==> config.mk <==
export PLATFORM = sky130hd
export DESIGN_NAME = uart_alu_host
export DESIGN_NICKNAME = d
export VERILOG_FILES = /design/src/rtl/uart_alu_host_pkg.sv /design/src/rtl/uart_alu_host_wait_timer.sv /design/src/rtl/uart_alu_host.sv
export SDC_FILE = /design/constraint.sdc
export NUM_CORES = 1
export LEC_CHECK = 0
export ABC_AREA = 0
export BUFFER_PORTS_ARGS = -buffer_cell sky130_fd_sc_hd__buf_2
export CAP_MARGIN = 15
export CORE_UTILIZATION = 59
export DETAILED_ROUTE_END_ITERATION = 7
export GPL_ROUTABILITY_DRIVEN = 0
export PLACE_DENSITY = 0.82
export SKIP_CTS_REPAIR_TIMING = 1
export SYNTH_ARGS = -nofsm -noshare
export SYNTH_HDL_FRONTEND = slang
export SYNTH_SLANG_ARGS = --single-unit
==> constraint.sdc <==
create_clock -name i_clk -period 5.16 [get_ports i_clk]
set_input_delay 1.032 -clock i_clk [delete_from_list [all_inputs] [get_ports i_clk]]
set_output_delay 1.032 -clock i_clk [all_outputs]
set_load 0.01 [all_outputs]
==> src/rtl/uart_alu_host_pkg.sv <==
// ============================================================================
// Module      : uart_alu_host_pkg
// Description : Shared definitions for the UART ALU host.
//               - Host FSM state encoding
//               - Frame byte indices
//               - Default widths
//               - ALU opcodes
// Revision    : 1.0 - initial release
// ============================================================================
`default_nettype none

package uart_alu_host_pkg;

   // Default widths for the data byte and the ALU opcode.
   localparam int NB_DATA_DEF   = 8;
   localparam int NB_ALU_OP_DEF = 6;

   // Host FSM states.
   typedef enum logic [1:0] {
      ST_IDLE    = 2'd0,
      ST_SEND    = 2'd1,
      ST_WAIT_TX = 2'd2,
      ST_WAIT_RX = 2'd3
   } state_e;

   // Position of each byte within the outgoing A -> B -> OP frame.
   localparam logic [1:0] IDX_A  = 2'd0;
   localparam logic [1:0] IDX_B  = 2'd1;
   localparam logic [1:0] IDX_OP = 2'd2;

   // ALU opcodes understood by the remote ALU board.
   localparam logic [5:0] OP_ADD = 6'h20;
   localparam logic [5:0] OP_SUB = 6'h22;
   localparam logic [5:0] OP_AND = 6'h24;
   localparam logic [5:0] OP_OR  = 6'h25;
   localparam logic [5:0] OP_XOR = 6'h26;
   localparam logic [5:0] OP_NOR = 6'h27;
   localparam logic [5:0] OP_SRL = 6'h02;
   localparam logic [5:0] OP_SRA = 6'h03;

endpackage

`default_nettype wire

==> src/rtl/uart_alu_host_wait_timer.sv <==
// ============================================================================
// Module      : uart_alu_host_wait_timer
// Description : Saturating wait-state timer.
//               - o_expired is high once TIMEOUT_CLKS-1 enabled cycles
//                 have elapsed since the last clear.
//               - The count saturates and never wraps.
// Revision    : 1.0 - initial release
// ============================================================================
`default_nettype none

module uart_alu_host_wait_timer #(
   parameter int TIMEOUT_CLKS = 100000
) (
   input  logic i_clk,
   input  logic i_reset,     // asynchronous, active-low
   input  logic i_clear,
   input  logic i_enable,
   output logic o_expired
);

   localparam int TW = (TIMEOUT_CLKS > 2) ? $clog2(TIMEOUT_CLKS) : 1;
   localparam logic [TW-1:0] C_LAST = TW'(TIMEOUT_CLKS - 1);

   logic [TW-1:0] count_q;
   logic [TW-1:0] count_d;

   // Next count: clear has priority; otherwise count up and hold at the last value.
   always_comb begin
      count_d = count_q;
      if (i_clear) begin
         count_d = '0;
      end else if (i_enable && (count_q != C_LAST)) begin
         count_d = count_q + TW'(1);
      end
   end

   // Count register.
   always_ff @(posedge i_clk or negedge i_reset) begin
      if (!i_reset) begin
         count_q <= '0;
      end else begin
         count_q <= count_d;
      end
   end

   assign o_expired = (count_q == C_LAST);

endmodule

`default_nettype wire

==> src/rtl/uart_alu_host.sv <==
// ============================================================================
// Module      : uart_alu_host
// Description : Host-side initiator for the UART ALU command protocol.
//               - Sends A, B, OP through uart_tx.
//               - Waits for the one-byte result from uart_rx.
//               - Aborts with o_timeout if a wait state lasts too long.
// Revision    : 1.0 - initial release
// ============================================================================
`default_nettype none

module uart_alu_host
   import uart_alu_host_pkg::*;
#(
   parameter int NB_DATA      = NB_DATA_DEF,
   parameter int NB_ALU_OP    = NB_ALU_OP_DEF,
   parameter int TIMEOUT_CLKS = 100000
) (
   input  logic                 i_clk,
   input  logic                 i_reset,     // asynchronous, active-low
   input  logic                 i_start,
   input  logic [NB_DATA-1:0]   i_data_A,
   input  logic [NB_DATA-1:0]   i_data_B,
   input  logic [NB_ALU_OP-1:0] i_op,
   input  logic                 i_tx_done,
   input  logic                 i_rx_done,
   input  logic [NB_DATA-1:0]   i_rx_data,
   output logic [NB_DATA-1:0]   o_tx_data,
   output logic                 o_tx_start,
   output logic [NB_DATA-1:0]   o_result,
   output logic                 o_valid,
   output logic                 o_busy,
   output logic                 o_timeout
);

   state_e             state_q, state_d;
   logic [NB_DATA-1:0] a_q, a_d;
   logic [NB_DATA-1:0] b_q, b_d;
   logic [NB_DATA-1:0] op_q, op_d;
   logic [1:0]         idx_q, idx_d;
   logic [NB_DATA-1:0] tx_data_q, tx_data_d;
   logic               tx_start_q, tx_start_d;
   logic [NB_DATA-1:0] result_q, result_d;
   logic               valid_q, valid_d;
   logic               busy_q, busy_d;
   logic               timeout_q, timeout_d;

   logic               timer_clear;
   logic               timer_enable;
   logic               timer_expired;

   // Restart the timer on every state change; it only runs while waiting on the UART.
   assign timer_clear  = (state_d != state_q);
   assign timer_enable = (state_q == ST_WAIT_TX) || (state_q == ST_WAIT_RX);

   uart_alu_host_wait_timer #(
      .TIMEOUT_CLKS (TIMEOUT_CLKS)
   ) u_wait_timer (
      .i_clk     (i_clk),
      .i_reset   (i_reset),
      .i_clear   (timer_clear),
      .i_enable  (timer_enable),
      .o_expired (timer_expired)
   );

   // Next-state and registered-output logic; pulses default low every cycle.
   always_comb begin
      state_d    = state_q;
      a_d        = a_q;
      b_d        = b_q;
      op_d       = op_q;
      idx_d      = idx_q;
      tx_data_d  = tx_data_q;
      tx_start_d = 1'b0;
      result_d   = result_q;
      valid_d    = 1'b0;
      busy_d     = busy_q;
      timeout_d  = 1'b0;

      case (state_q)
         ST_IDLE: begin
            if (i_start) begin
               a_d     = i_data_A;
               b_d     = i_data_B;
               op_d    = NB_DATA'(i_op);
               idx_d   = IDX_A;
               busy_d  = 1'b1;
               state_d = ST_SEND;
            end
         end

         ST_SEND: begin
            case (idx_q)
               IDX_A:   tx_data_d = a_q;
               IDX_B:   tx_data_d = b_q;
               default: tx_data_d = op_q;
            endcase
            tx_start_d = 1'b1;
            state_d    = ST_WAIT_TX;
         end

         ST_WAIT_TX: begin
            // A byte finishing takes priority over a timeout on the same cycle.
            if (i_tx_done) begin
               if (idx_q < IDX_OP) begin
                  idx_d   = idx_q + 2'd1;
                  state_d = ST_SEND;
               end else begin
                  state_d = ST_WAIT_RX;
               end
            end else if (timer_expired) begin
               timeout_d = 1'b1;
               busy_d    = 1'b0;
               state_d   = ST_IDLE;
            end
         end

         ST_WAIT_RX: begin
            // A reply arriving on the expiry cycle still counts as a result.
            if (i_rx_done) begin
               result_d = i_rx_data;
               valid_d  = 1'b1;
               busy_d   = 1'b0;
               state_d  = ST_IDLE;
            end else if (timer_expired) begin
               timeout_d = 1'b1;
               busy_d    = 1'b0;
               state_d   = ST_IDLE;
            end
         end

         default: begin
            state_d = ST_IDLE;
            busy_d  = 1'b0;
         end
      endcase
   end

   // State, operand and output registers.
   always_ff @(posedge i_clk or negedge i_reset) begin
      if (!i_reset) begin
         state_q    <= ST_IDLE;
         a_q        <= '0;
         b_q        <= '0;
         op_q       <= '0;
         idx_q      <= IDX_A;
         tx_data_q  <= '0;
         tx_start_q <= 1'b0;
         result_q   <= '0;
         valid_q    <= 1'b0;
         busy_q     <= 1'b0;
         timeout_q  <= 1'b0;
      end else begin
         state_q    <= state_d;
         a_q        <= a_d;
         b_q        <= b_d;
         op_q       <= op_d;
         idx_q      <= idx_d;
         tx_data_q  <= tx_data_d;
         tx_start_q <= tx_start_d;
         result_q   <= result_d;
         valid_q    <= valid_d;
         busy_q     <= busy_d;
         timeout_q  <= timeout_d;
      end
   end

   assign o_tx_data  = tx_data_q;
   assign o_tx_start = tx_start_q;
   assign o_result   = result_q;
   assign o_valid    = valid_q;
   assign o_busy     = busy_q;
   assign o_timeout  = timeout_q;

endmodule

`default_nettype wire

# ---- After elaboration in Yosys (flattened, before gate mapping)
# Cells that the tools add are included.
dict set report word_totals {
  register_bits 63
  inputBits 35
  output_inout_bits 20
  wordCells 62
}
dict set report op_classes {
  add_sub_neg 2
  n_lt_le_gt_ge 1
  eq_ne 11
  mux 25
  n_reduce_logical 11
}
# operator n
set ops {}
lappend ops {{two-way mux 17 bit} 2}
lappend ops {{adder 17 x 1 -> 17 bit (second input constant)} 1}
lappend ops {{equality test 17 bit (second input constant)} 1}
lappend ops {{inequality test 17 bit (second input constant)} 1}
lappend ops {{two-way mux 2 bit} 8}
lappend ops {{one-hot mux 8 bit (2 select lines)} 1}
lappend ops {{two-way mux 1 bit} 10}
lappend ops {{one-hot mux 2 bit (4 select lines)} 1}
lappend ops {{inequality test 2 bit (second input constant)} 3}
lappend ops {{equality test 2 x 1 -> 1 bit (second input constant)} 2}
lappend ops {{equality test 2 bit (second input constant)} 2}
lappend ops {{logical NOT 2 bit} 2}
lappend ops {{one-hot mux 2 bit (2 select lines)} 1}
lappend ops {{AND reduction 2 bit} 2}
lappend ops {{AND reduction 4 bit} 1}
lappend ops {{nonzero test 2 bit} 2}
lappend ops {{one-hot mux 1 bit (3 select lines)} 1}
lappend ops {{AND reduction 3 bit} 1}
lappend ops {{nonzero test 3 bit} 1}
lappend ops {{adder 2 x 1 -> 2 bit (second input constant)} 1}
lappend ops {{less-than comparator 2 bit (second input constant)} 1}
lappend ops {{inequality test 2 x 1 -> 1 bit (second input constant)} 1}
lappend ops {{inequality test 2 bit} 1}
lappend ops {{one-hot mux 1 bit (2 select lines)} 1}
lappend ops {{other kinds (2)} 2}

# ---- Depth between registers and ports, before layout
# Gate-level depths: netlist (run 1).
dict set report depth {
  word_depth 6
  mapped_depth 8
  ltp_nobuf 6
}

# ---- By module
# Synthesis (run 1) repeated with hierarchy kept, for this count alone.
dict set report unflattened {
  cells_unflattened 253
  hier_area_um2 2882.8
}
# mod instances cells_each area_per_inst_um2 seq_area_each_um2
set by_module_without_submodules {}
lappend by_module_without_submodules {uart_alu_host 1 154 1946.9 1151.1}
lappend by_module_without_submodules {uart_alu_host_wait_timer 1 99 935.9 425.4}

# ---- Least setup slack after synthesis (run 1)
# OpenSTA, ideal clock, no wires.
dict set report synth_timing {
  path_type {input-to-reg}
  start {input i_tx_done}
  end {register u_wait_timer.count_q[2]}
  setup_time_ps 100
  arrival_ps 1976
  t_required_ps 5060
  setup_slack_ps 3084
  cell_stages 6
  path_buffers 1
  cell_sequence {and2b_2 a21oi_1 and2_1 buf_6 nor2_4 a311oi_1}
}
dict set report synth_via {
  elab_chain_cells 4
  elab_cells_between_ends 5
  classes_between {eq/ne (1); mux (3); reduce/logical (1)}
}
# item line_no
set synth_lines {}
lappend synth_lines {{start, declared} uart_alu_host.sv:24} ;# input logic i_tx_done,
lappend synth_lines {{two-way mux 2 bit *} uart_alu_host.sv:103} ;# if (i_tx_done) begin
lappend synth_lines {{one-hot mux 2 bit (4 select lines) *} uart_alu_host.sv:79} ;# case (state_q)
lappend synth_lines {{inequality test 2 bit *} uart_alu_host.sv:52} ;# assign timer_clear = (state_d != state_q);
lappend synth_lines {{two-way mux 17 bit / nonzero test 2 bit (equally long branches)} --}
lappend synth_lines {{end signal, assigned} uart_alu_host_wait_timer.sv:42} ;# count_q <= count_d;
lappend synth_lines {{end, declared} uart_alu_host_wait_timer.sv:24} ;# logic [TW-1:0] count_q;
# Every way passes the cells marked *; elsewhere a longest branch is shown, timed or not.
# A chain may end at the register's enable or synchronous reset.

# ---- Worst setup path in the final report (run 1)
dict set report layout_timing {
  start {input i_start}
  end {register op_q[1]}
}
dict set report layout_via {
  elab_chain_cells 1
}
# item line_no
set layout_lines {}
lappend layout_lines {{start, declared} uart_alu_host.sv:20} ;# input logic i_start,
lappend layout_lines {{AND reduction 2 bit (no line)} --}
lappend layout_lines {{end signal, assigned} uart_alu_host.sv:156} ;# op_q <= op_d;
lappend layout_lines {{end, declared} uart_alu_host.sv:38} ;# logic [NB_DATA-1:0] op_q, op_d;
# No other way between the ends.

==> impl_metrics.csv, run 1 <==
group,metric,value,unit
status,status,"finished, final reports clean",
yosys,synth_top_cell_area_share,0.550,
clock_tree,clk_pin_slew,0.06,ns
power_and_ir_drop,clock_power_share,0.205,
place,place_hpwl,3670,microns
clock_tree,cts_tree,"yes",
power_and_ir_drop,finalPower,1.75,mW
global_route,track_usage,0.243,
yosys,netlist_area,2870,sq um
setup_path,endpoint_kind,"flop",
floorplan,die_w,71.7,microns
clock_tree,cts.sinks,63,
power_and_ir_drop,p_sw,0.602,mW
floorplan,initial_core_util,0.636,
final_layout,fin_util,0.730,
timing,setup_tns,0,ns
detailed_routing,post-route-drc-count,0,
clock_tree,clkLatencyLatePin,0.34,ns
timing,finalSetupViolations,0,
detailed_routing,viasPerCell,5.64,
yosys,synth_edf_count,0,
detailed_routing,detail-route-antenna-nets,0,
floorplan,die_h,71.7,microns
power_and_ir_drop,p_int,1.15,mW
setup_path,r2r_cells,6,
global_route,grt_pass1_vias,2037,
power_and_ir_drop,swShare,0.344,
floorplan,dieArea,5140,sq um
clock_tree,ctsLongestPathBuffers,2,
power_and_ir_drop,leakagePower,1.52,nW
yosys,avgSynthCellArea,11.9,sq um
detailed_routing,first_pass_iters,4,
yosys,ys_seq_elements,63,
clock_tree,cts_root_buf,"clkbuf_8",
setup_path,worst_setup_path_start_kind,"primary input",
power_and_ir_drop,power_frac_comb,0.340,
detailed_routing,wire_per_inst,15.4,microns
setup_path,timing.rr.end,"u_wait_timer.count_q[2]",
final_layout,drive_above_1_share,0.355,
power_and_ir_drop,p_per_area,532,nW/um^2
floorplan,io-pin-count,55,
detailed_routing,drtIter0Drc,61,
timing,finClkSkew,0.00504,ns
yosys,synth_seq_area_share,0.550,
worst_hold_path,min_path_cells,1,
floorplan,rows,24,
final_layout,syn2layout_area_growth,14.8,%
timing,max-slew-margin-rel,0.264,
yosys,synth_commonest_cells,"dfrtp_1, mux2_2, nand2_1, nor2_1, o21ai_0",
timing,timing.final.crit_share,0.443,
global_route,antenna_found_initial,0,
worst_hold_path,min-delay-path-class,"flop to flop",
power_and_ir_drop,ir_drop,0.343,mV
global_route,grt-ovfl-total,0,
setup_path,worstPathMaxFanout,23,
power_and_ir_drop,p_seq_frac,0.456,
timing,final_max_slew_viol_count,0,
timing,max_freq,437,MHz
final_layout,fin_area,3290,sq um
yosys,ys_warn_count,0,
clock_tree,numCtsBuffers,9,
setup_path,critPathRequiredTime,5.38,ns
detailed_routing,via_count,1991,
yosys,syn_inst,241,
yosys,synth.area.top_cells,"dfrtp_1, mux2_2, nand2_1, xor2_1, o21ai_0",
yosys,synth_top_cell_by_area,"dfrtp_1",
global_route,grt_pass1_wl,9380,microns
detailed_routing,wl,5450,microns
run,maxCapViolCount,0,
timing,period_needed,2.29,ns
yosys,yosysMostFrequentCell,"dfrtp_1",
setup_path,r2r-start,"u_wait_timer.count_q[0]",
place,place_area,3130,sq um
yosys,netlist-cell-type-count,39,
floorplan,core_area,4500,sq um
setup_path,ff2ff_setup_slack,2.90,ns
final_layout,antenna_cells,0,
worst_hold_path,hold_end,"o_busy",
setup_path,path_class,"primary input to flop",
timing,hold_viol,0,
yosys,syn-num-nets,279,
place,io_buffers,54,
yosys,async_flop_share,1.00,
timing,rsz0062_at_grt,"false",
clock_tree,htreeDepth,3,
final_layout,nNetsFinal,335,
worst_hold_path,hp-start,"o_busy",
global_route,grt_max_degree,64,
setup_path,crit_arrival,2.51,ns
timing,tightestPinTransition,1.10,ns
yosys,synth_flop_cell,"dfrtp_1",
## layer usage
layer | routed length, microns | GRT usage | part of all wire
met5 | 0 | 0 | 0
met4 | 117 | 0.131 | 0.021
met3 | 208 | 0.0549 | 0.038
met2 | 2570 | 0.378 | 0.47
met1 | 2550 | 0.320 | 0.47
## cells by family (layout without fill, tap and decap cells)
| kind of cell | count (synthesis) | count (layout) | synth area share |
|---|---|---|---|
| buf+inv | 15 | 75 | 0.0345 |
| compound gates | 44 | 44 | 0.104 |
| mux | 32 | 32 | 0.125 |
| flops | 63 | 63 | 0.550 |
| xor+xnor | 10 | 10 | 0.0306 |
| fa+ha+maj | 3 | 3 | 0.0131 |
| simple gates | 74 | 74 | 0.142 |
## flip-flops by register name (all words and copies together), names as in the netlist
register and flops:
a_q 8, b_q 8, idx_q 2, o_busy 1, o_result 8, o_timeout 1
o_tx_data 8, o_tx_start 1, o_valid 1, op_q 6, state_q 2, u_wait_timer.count_q 17
## cells in the final DEF (no fill, tap or decap), types with 2 or more instances in the layout
cell      instances
a21oi_1          12
a22o_1            6
a22oi_1           3
a31oi_1           2
and2_1            2
and4_2            2
buf_2            54
clkbuf_1          4
clkbuf_8         10
dfrtp_1          63
ha_1              3
inv_1             5
mux2_2           30
mux2i_1           2
nand2_1          21
nand2b_1          2
nand3_1          11
nand4_1           8
nor2_1           15
nor3_1            3
nor4b_4           2
o21ai_0          14
or3_1             2
xor2_1            9
## worst max-delay path by stage
stage / from / end / slack, ns / cells after the start
6_report: i_start / op_q[1] / 2.87 / 4
5_1_grt: i_start / op_q[1] / 2.75 / 4
4_1_cts: i_start / op_q[1] / 2.87 / 4
3_5_place_dp: i_start / op_q[1] / 2.53 / 4
3_3_place_gp: i_start / a_q[0] / 2.56 / 4
2_1_floorplan: i_tx_done / u_wait_timer.count_q[2] / 3.08 / 6
## metrics by stage
| step | worst slack [ns] | std cells | hold slack, ns |
|---|---|---|---|
| final | 2.87 | 353 | 0.477 |
| after global routing | 2.75 | 353 | 0.501 |
| after CTS | 2.87 | 353 | 0.483 |
| after detailed placement | 2.53 | 338 | 0.469 |
| after global placement | 2.56 | 338 | 0.458 |
| after floorplan | 3.08 | 241 | 0.472 |
## power by group through the flow
stage          clock (mW)  combinational [mW]  sequential, mW
6_report            0.358               0.594           0.797
5_1_grt             0.381               0.663           0.825
4_1_cts             0.363               0.598           0.797
3_5_place_dp            0               0.596           0.799
3_3_place_gp            0               0.576           0.789
2_1_floorplan           0               0.438           0.794
## critical path, cell delays in order
cell      delay (ns)
buf_2           0.12
nand2b_1        0.08
nor2_2          0.83
mux2_2          0.43
## layout make-up
type	count	area, sq um
clock buffers	14	153
multi-input cells	163	1190
inverters	5	18.8
fillers	306	1220
well taps	52	65.1
repair buffers	55	278
flip-flops and latches	63	1580
clock inverters	1	5.00
(Power assumes the default switching activity.)
==> run 2: changes to the inputs <==
ABC_AREA = 1   (was 0)
CORE_UTILIZATION = 50   (was 59)
PLACE_DENSITY = 0.74   (was 0.82)
clock period = 2 ns   (was 5.16 ns; I/O delays follow)
==> impl_metrics.csv, run 2 <==
group,metric,value,unit
status,status,"finished, final reports clean",
setup_path,worst_setup_path_start_kind,"flop",
setup_path,crit_arrival,2.03,ns
timing,period_needed,1.79,ns
clock_tree,clk_pin_slew,0.07,ns
final_layout,antenna_cells,0,
timing,rsz0062_at_grt,"false",
timing,finalSetupViolations,0,
timing,timing.hold.ws,0.0340,ns
setup_path,critPathRequiredTime,2.24,ns
floorplan,core_area,5640,sq um
setup_path,crit_slowest_cell,"dfrtp_1",
global_route,grt_pass1_wl,11600,microns
yosys,synth_top_cell_area_share,0.528,
final_layout,top_register,"u_wait_timer.count_q",
yosys,yosysMostFrequentCell,"nand2_1",
floorplan,io-pin-count,55,
final_layout,mostFrequentLayoutCells,"nand2_1, dfrtp_1, buf_2",
power_and_ir_drop,power_frac_comb,0.348,
yosys,async_flop_share,1.00,
timing,tightestPinTransition,0.486,ns
final_layout,nNetsFinal,469,
detailed_routing,wire_per_inst,13.1,microns
floorplan,rows,27,
power_and_ir_drop,p_seq_frac,0.396,
setup_path,max_stage_delay,0.41,ns
global_route,grt_max_degree,64,
global_route,antenna_found_initial,0,
yosys,netlist_area,2990,sq um
place,dp_cells,492,
detailed_routing,viasPerCell,5.16,
clock_tree,cts_tree,"yes",
power_and_ir_drop,leakagePower,1.87,nW
detailed_routing,wl,6630,microns
timing,timing.final.crit_share,0.895,
yosys,synth_flop_cell,"dfrtp_1",
global_route,grt-ovfl-total,0,
timing,setup_tns,0,ns
final_layout,layout_commonest_cell,"nand2_1",
yosys,synth_edf_count,0,
floorplan,die_w,79.3,microns
floorplan,initial_core_util,0.530,
yosys,ys_seq_elements,63,
setup_path,path_class,"flop to flop",
timing,hold_viol,0,
floorplan,die_h,79.3,microns
yosys,avgSynthCellArea,8.14,sq um
clock_tree,cts.sinks,63,
clock_tree,clkLatencyLatePin,0.35,ns
clock_tree,ctsLongestPathBuffers,2,
final_layout,largest_reg_flops,17,
detailed_routing,first_pass_iters,4,
detailed_routing,via_count,2620,
power_and_ir_drop,clock_power_share,0.256,
final_layout,drive_above_1_share,0.225,
power_and_ir_drop,ir_drop,0.839,mV
timing,final_max_slew_viol_count,0,
final_layout,syn2layout_area_growth,20.6,%
power_and_ir_drop,swShare,0.376,
yosys,synth_commonest_cells,"nand2_1, dfrtp_1, inv_1, nor2_1, a21oi_1",
clock_tree,cts_root_buf,"clkbuf_8",
detailed_routing,post-route-drc-count,0,
final_layout,instances_no_fill,508,
timing,max_freq,559,MHz
power_and_ir_drop,p_sw,1.87,mW
place,place_hpwl,4600,microns
floorplan,dieArea,6290,sq um
power_and_ir_drop,p_per_area,1380,nW/um^2
setup_path,worstPathMaxFanout,9,
setup_path,path_cells,"ha_1 -> nand3_2 -> nor2_2 -> nand3_2 -> nand2_2 -> nand2_2 -> nand3_4 -> inv_1 -> nand2_1 -> nor2_1",
global_route,grt_pass1_vias,2632,
clock_tree,numCtsBuffers,9,
setup_path,endpoint_kind,"flop",
yosys,syn-num-nets,405,
detailed_routing,detail-route-antenna-nets,0,
power_and_ir_drop,p_int,3.10,mW
yosys,syn_inst,367,
yosys,ys_warn_count,0,
place,io_buffers,54,
final_layout,fin_util,0.639,
global_route,track_usage,0.243,
yosys,netlist-cell-type-count,32,
worst_hold_path,min-delay-path-class,"primary input to async pin",
yosys,synth_seq_area_share,0.528,
clock_tree,htreeDepth,3,
run,maxCapViolCount,0,
yosys,synth_top_cell_by_area,"dfrtp_1",
yosys,synth.area.top_cells,"dfrtp_1, nand2_1, inv_1, nor2_1, a21oi_1",
setup_path,r2r_cells,10,
timing,finClkSkew,0.00790,ns
detailed_routing,drtIter0Drc,285,
timing,max-slew-margin-rel,0.674,
## run 2: changes by cell type after synthesis, moves of 4 or more
cell     change
mux2_2      -30
nand2_1    +106
nor2_2       +4
a22o_1       -6
inv_2        +4
inv_1       +31
xor2_1       -7
o22ai_1      +4
a21oi_1      +6
nor2_1      +20
## run 2: area by class of cell
type	count	area [sq um]
inverters	41	156
fillers	487	2040
multi-input cells	256	1220
clock buffers	11	151
repair buffers	60	328
flip-flops and latches	63	1580
clock inverters	5	80.1
well taps	72	90.1
## run 2: worst max-delay path: cells and delay by family, from the launching register on
family / cells / cell delay, ns
AND/OR/NAND/NOR: 8 / 0.92
flip-flops: 1 / 0.41
adder cells (fa/ha/maj): 1 / 0.23
buffers and inverters: 1 / 0.11
## run 2: layer usage
metal | part of all wire | vias to the layer above | global-route usage
met5 | 0 | - | 0
met4 | 0.017 | 0 | 0.104
met3 | 0.038 | 13 | 0.0506
met2 | 0.49 | 60 | 0.403
met1 | 0.45 | 1258 | 0.306
li1 | - | 1289 | -
## run 2: path summary, 6_finish.rpt
path / slack, ns / endpoint / start
worst max register to register: 0.21 / u_wait_timer.count_q[14] / u_wait_timer.count_q[0]
max in group asynchronous: 1.67 / u_wait_timer.count_q[12] / i_reset
worst min register to register: 0.48 / o_result[0] / o_result[0]
min in group i_clk: 0.24 / op_q[2] / i_op[2]
worst max-delay path: 0.21 / u_wait_timer.count_q[14] / u_wait_timer.count_q[0]
worst min-delay path: 0.03 / a_q[2] / i_reset
## run 2: cell families (layout without fill, tap and decap cells)
group	Yosys count	count (layout)	share of synthesized area
buffers and inverters	48	117	0.0662
and+or+nand+nor	203	203	0.295
DFF	63	63	0.528
AOI/OAI and AO/OA	46	46	0.0867
xor gates and xnor gates	4	4	0.0117
adders and majority gates	3	3	0.0126
## run 2: stage by stage
step / power, mW / setup slack [ns] / cell area, sq um
after global placement: 3.62 / 0.287 / 3360
after global routing: 5.33 / 0.0604 / 3600
after CTS: 4.98 / 0.130 / 3600
final: 4.97 / 0.210 / 3600
after detailed placement: 3.69 / 0.165 / 3360
after floorplan: 3.13 / 0.517 / 2990
## run 2: power by group through the flow
stage	Sequential, mW	Combinational, mW	Clock [mW]
after floorplan	2.00	1.13	0
after global placement	1.97	1.65	0
after detailed placement	1.98	1.71	0
after CTS	1.96	1.73	1.29
after global routing	2.01	1.99	1.33
final	1.97	1.73	1.27
==> run 3: changes to the inputs <==
ABC_AREA = default   (was 1)
CORE_UTILIZATION = 49   (was 50)
PLACE_DENSITY = 0.73   (was 0.74)
==> impl_metrics.csv, run 3 (same netlist as run 1, synthesis figures left out) <==
group,metric,value,unit
timing,finClkSkew,0.00744,ns
detailed_routing,drtIter0Drc,128,
detailed_routing,post-route-drc-count,0,
clock_tree,numCtsBuffers,9,
setup_path,max_stage_delay,0.42,ns
power_and_ir_drop,leakagePower,1.58,nW
clock_tree,cts_root_buf,"clkbuf_8",
final_layout,mostFrequentLayoutCells,"dfrtp_1, buf_2, mux2_2",
setup_path,worst_setup_path_start_kind,"flop",
status,status,"finished, final reports clean",
global_route,antenna_found_initial,0,
timing,setup_tns,0,ns
setup_path,path_class,"flop to flop",
place,io_buffers,54,
setup_path,timing.rr.end,"u_wait_timer.count_q[4]",
global_route,grt_pass1_wl,9780,microns
floorplan,initial_core_util,0.514,
setup_path,worstPathMaxFanout,7,
timing,finalSetupViolations,0,
clock_tree,clkLatencyLatePin,0.33,ns
final_layout,antenna_cells,0,
final_layout,layout_commonest_cell,"dfrtp_1",
timing,timing.hold.ws,0.0543,ns
floorplan,die_h,78.5,microns
floorplan,io-pin-count,55,
floorplan,core_area,5570,sq um
setup_path,crit_slowest_cell,"dfrtp_1",
setup_path,r2r_cells,7,
setup_path,critPathRequiredTime,2.22,ns
clock_tree,cts_tree,"yes",
final_layout,nFillCells,469,
setup_path,crit_arrival,2.11,ns
final_layout,nNetsFinal,345,
timing,max_freq,531,MHz
detailed_routing,first_pass_iters,4,
timing,max-slew-margin-rel,0.676,
detailed_routing,wl,5720,microns
clock_tree,clk_pin_slew,0.07,ns
setup_path,path_cells,"ha_2 -> and4_2 -> a41oi_4 -> and2_2 -> nor2_4 -> buf_4 -> nor2_1",
clock_tree,htreeDepth,3,
floorplan,die_w,78.5,microns
global_route,grt-ovfl-total,0,
place,place_hpwl,4020,microns
detailed_routing,viasPerCell,5.39,
detailed_routing,detail-route-antenna-nets,0,
detailed_routing,via_count,2069,
final_layout,drive_above_1_share,0.397,
final_layout,largest_reg_flops,17,
floorplan,dieArea,6160,sq um
global_route,grt_max_degree,64,
detailed_routing,wire_per_inst,14.9,microns
power_and_ir_drop,p_per_area,1390,nW/um^2
setup_path,r2r-start,"u_wait_timer.count_q[0]",
setup_path,ff2ff_setup_slack,0.12,ns
floorplan,rows,27,
run,maxCapViolCount,0,
setup_path,endpoint_kind,"flop",
power_and_ir_drop,ir_drop,0.768,mV
worst_hold_path,min-delay-path-class,"primary input to async pin",
clock_tree,cts.sinks,63,
final_layout,top_register,"u_wait_timer.count_q",
timing,tightestPinTransition,0.486,ns
timing,hold_viol,0,
timing,rsz0062_at_grt,"false",
timing,timing.final.crit_share,0.941,
clock_tree,ctsLongestPathBuffers,2,
timing,period_needed,1.88,ns
final_layout,syn2layout_area_growth,20.2,%
global_route,grt_pass1_vias,2081,
global_route,track_usage,0.209,
timing,final_max_slew_viol_count,0,
-- run 3: layer usage --
layer  global-route usage  vias to the layer above  part of all wire
met5                    0                        -                 0
met4                0.104                        0             0.015
met3               0.0593                       12             0.039
met2                0.323                       48              0.49
met1                0.270                     1015              0.46
li1                     -                      994                 -
-- run 3: worst max path at each step --
stage / slack, ns / cells after the start / to / start
final: 0.12 / 7 / u_wait_timer.count_q[4] / u_wait_timer.count_q[0]
after global routing: 0.002 / 7 / u_wait_timer.count_q[8] / u_wait_timer.count_q[0]
after CTS: 0.05 / 7 / u_wait_timer.count_q[4] / u_wait_timer.count_q[0]
after detailed placement: 0.08 / 6 / u_wait_timer.count_q[2] / u_wait_timer.count_q[0]
after global placement: 0.14 / 6 / u_wait_timer.count_q[2] / u_wait_timer.count_q[0]
after floorplan: 0.15 / 7 / u_wait_timer.count_q[2] / u_wait_timer.count_q[0]
-- run 3: area by class of cell --
| type | instances | area (sq um) | share of cell area |
|---|---|---|---|
| well taps | 72 | 90.1 | 0.0262 |
| inverters | 5 | 18.8 | 0.00545 |
| flip-flops and latches | 63 | 1580 | 0.458 |
| clock buffers | 9 | 124 | 0.0360 |
| repair buffers | 65 | 365 | 0.106 |
| clock inverters | 7 | 72.6 | 0.0211 |
| multi-input cells | 163 | 1200 | 0.347 |
-- run 3: where the power goes --
part	switching, mW	internal (mW)	total (mW)
logic	0.851	0.830	1.68
registers	0.266	1.74	2.00
clock network	0.509	0.577	1.09
total	1.63	3.14	4.77
-- run 3: worst max-delay path: cells and delay by family (launching register included) --
| family | cells | cell delay (ns) |
|---|---|---|
| and+or+nand+nor | 4 | 0.81 |
| DFF | 1 | 0.42 |
| adders and majority gates | 1 | 0.23 |
| AOI/OAI and AO/OA | 1 | 0.12 |
| buffers and inverters | 1 | 0.18 |
-- run 3: metrics by stage --
stage | worst slack [ns] | cells | cell area (sq um) | utilization | power, mW
2_1_floorplan | 0.152 | 241 | 2870 | - | 3.18
3_3_place_gp | 0.139 | 368 | 3240 | 0.582 | 3.64
3_5_place_dp | 0.0769 | 368 | 3240 | 0.582 | 3.71
4_1_cts | 0.0512 | 384 | 3440 | 0.617 | 4.81
5_1_grt | 0.00215 | 384 | 3440 | 0.618 | 5.10
6_report | 0.118 | 384 | 3440 | 0.618 | 4.77
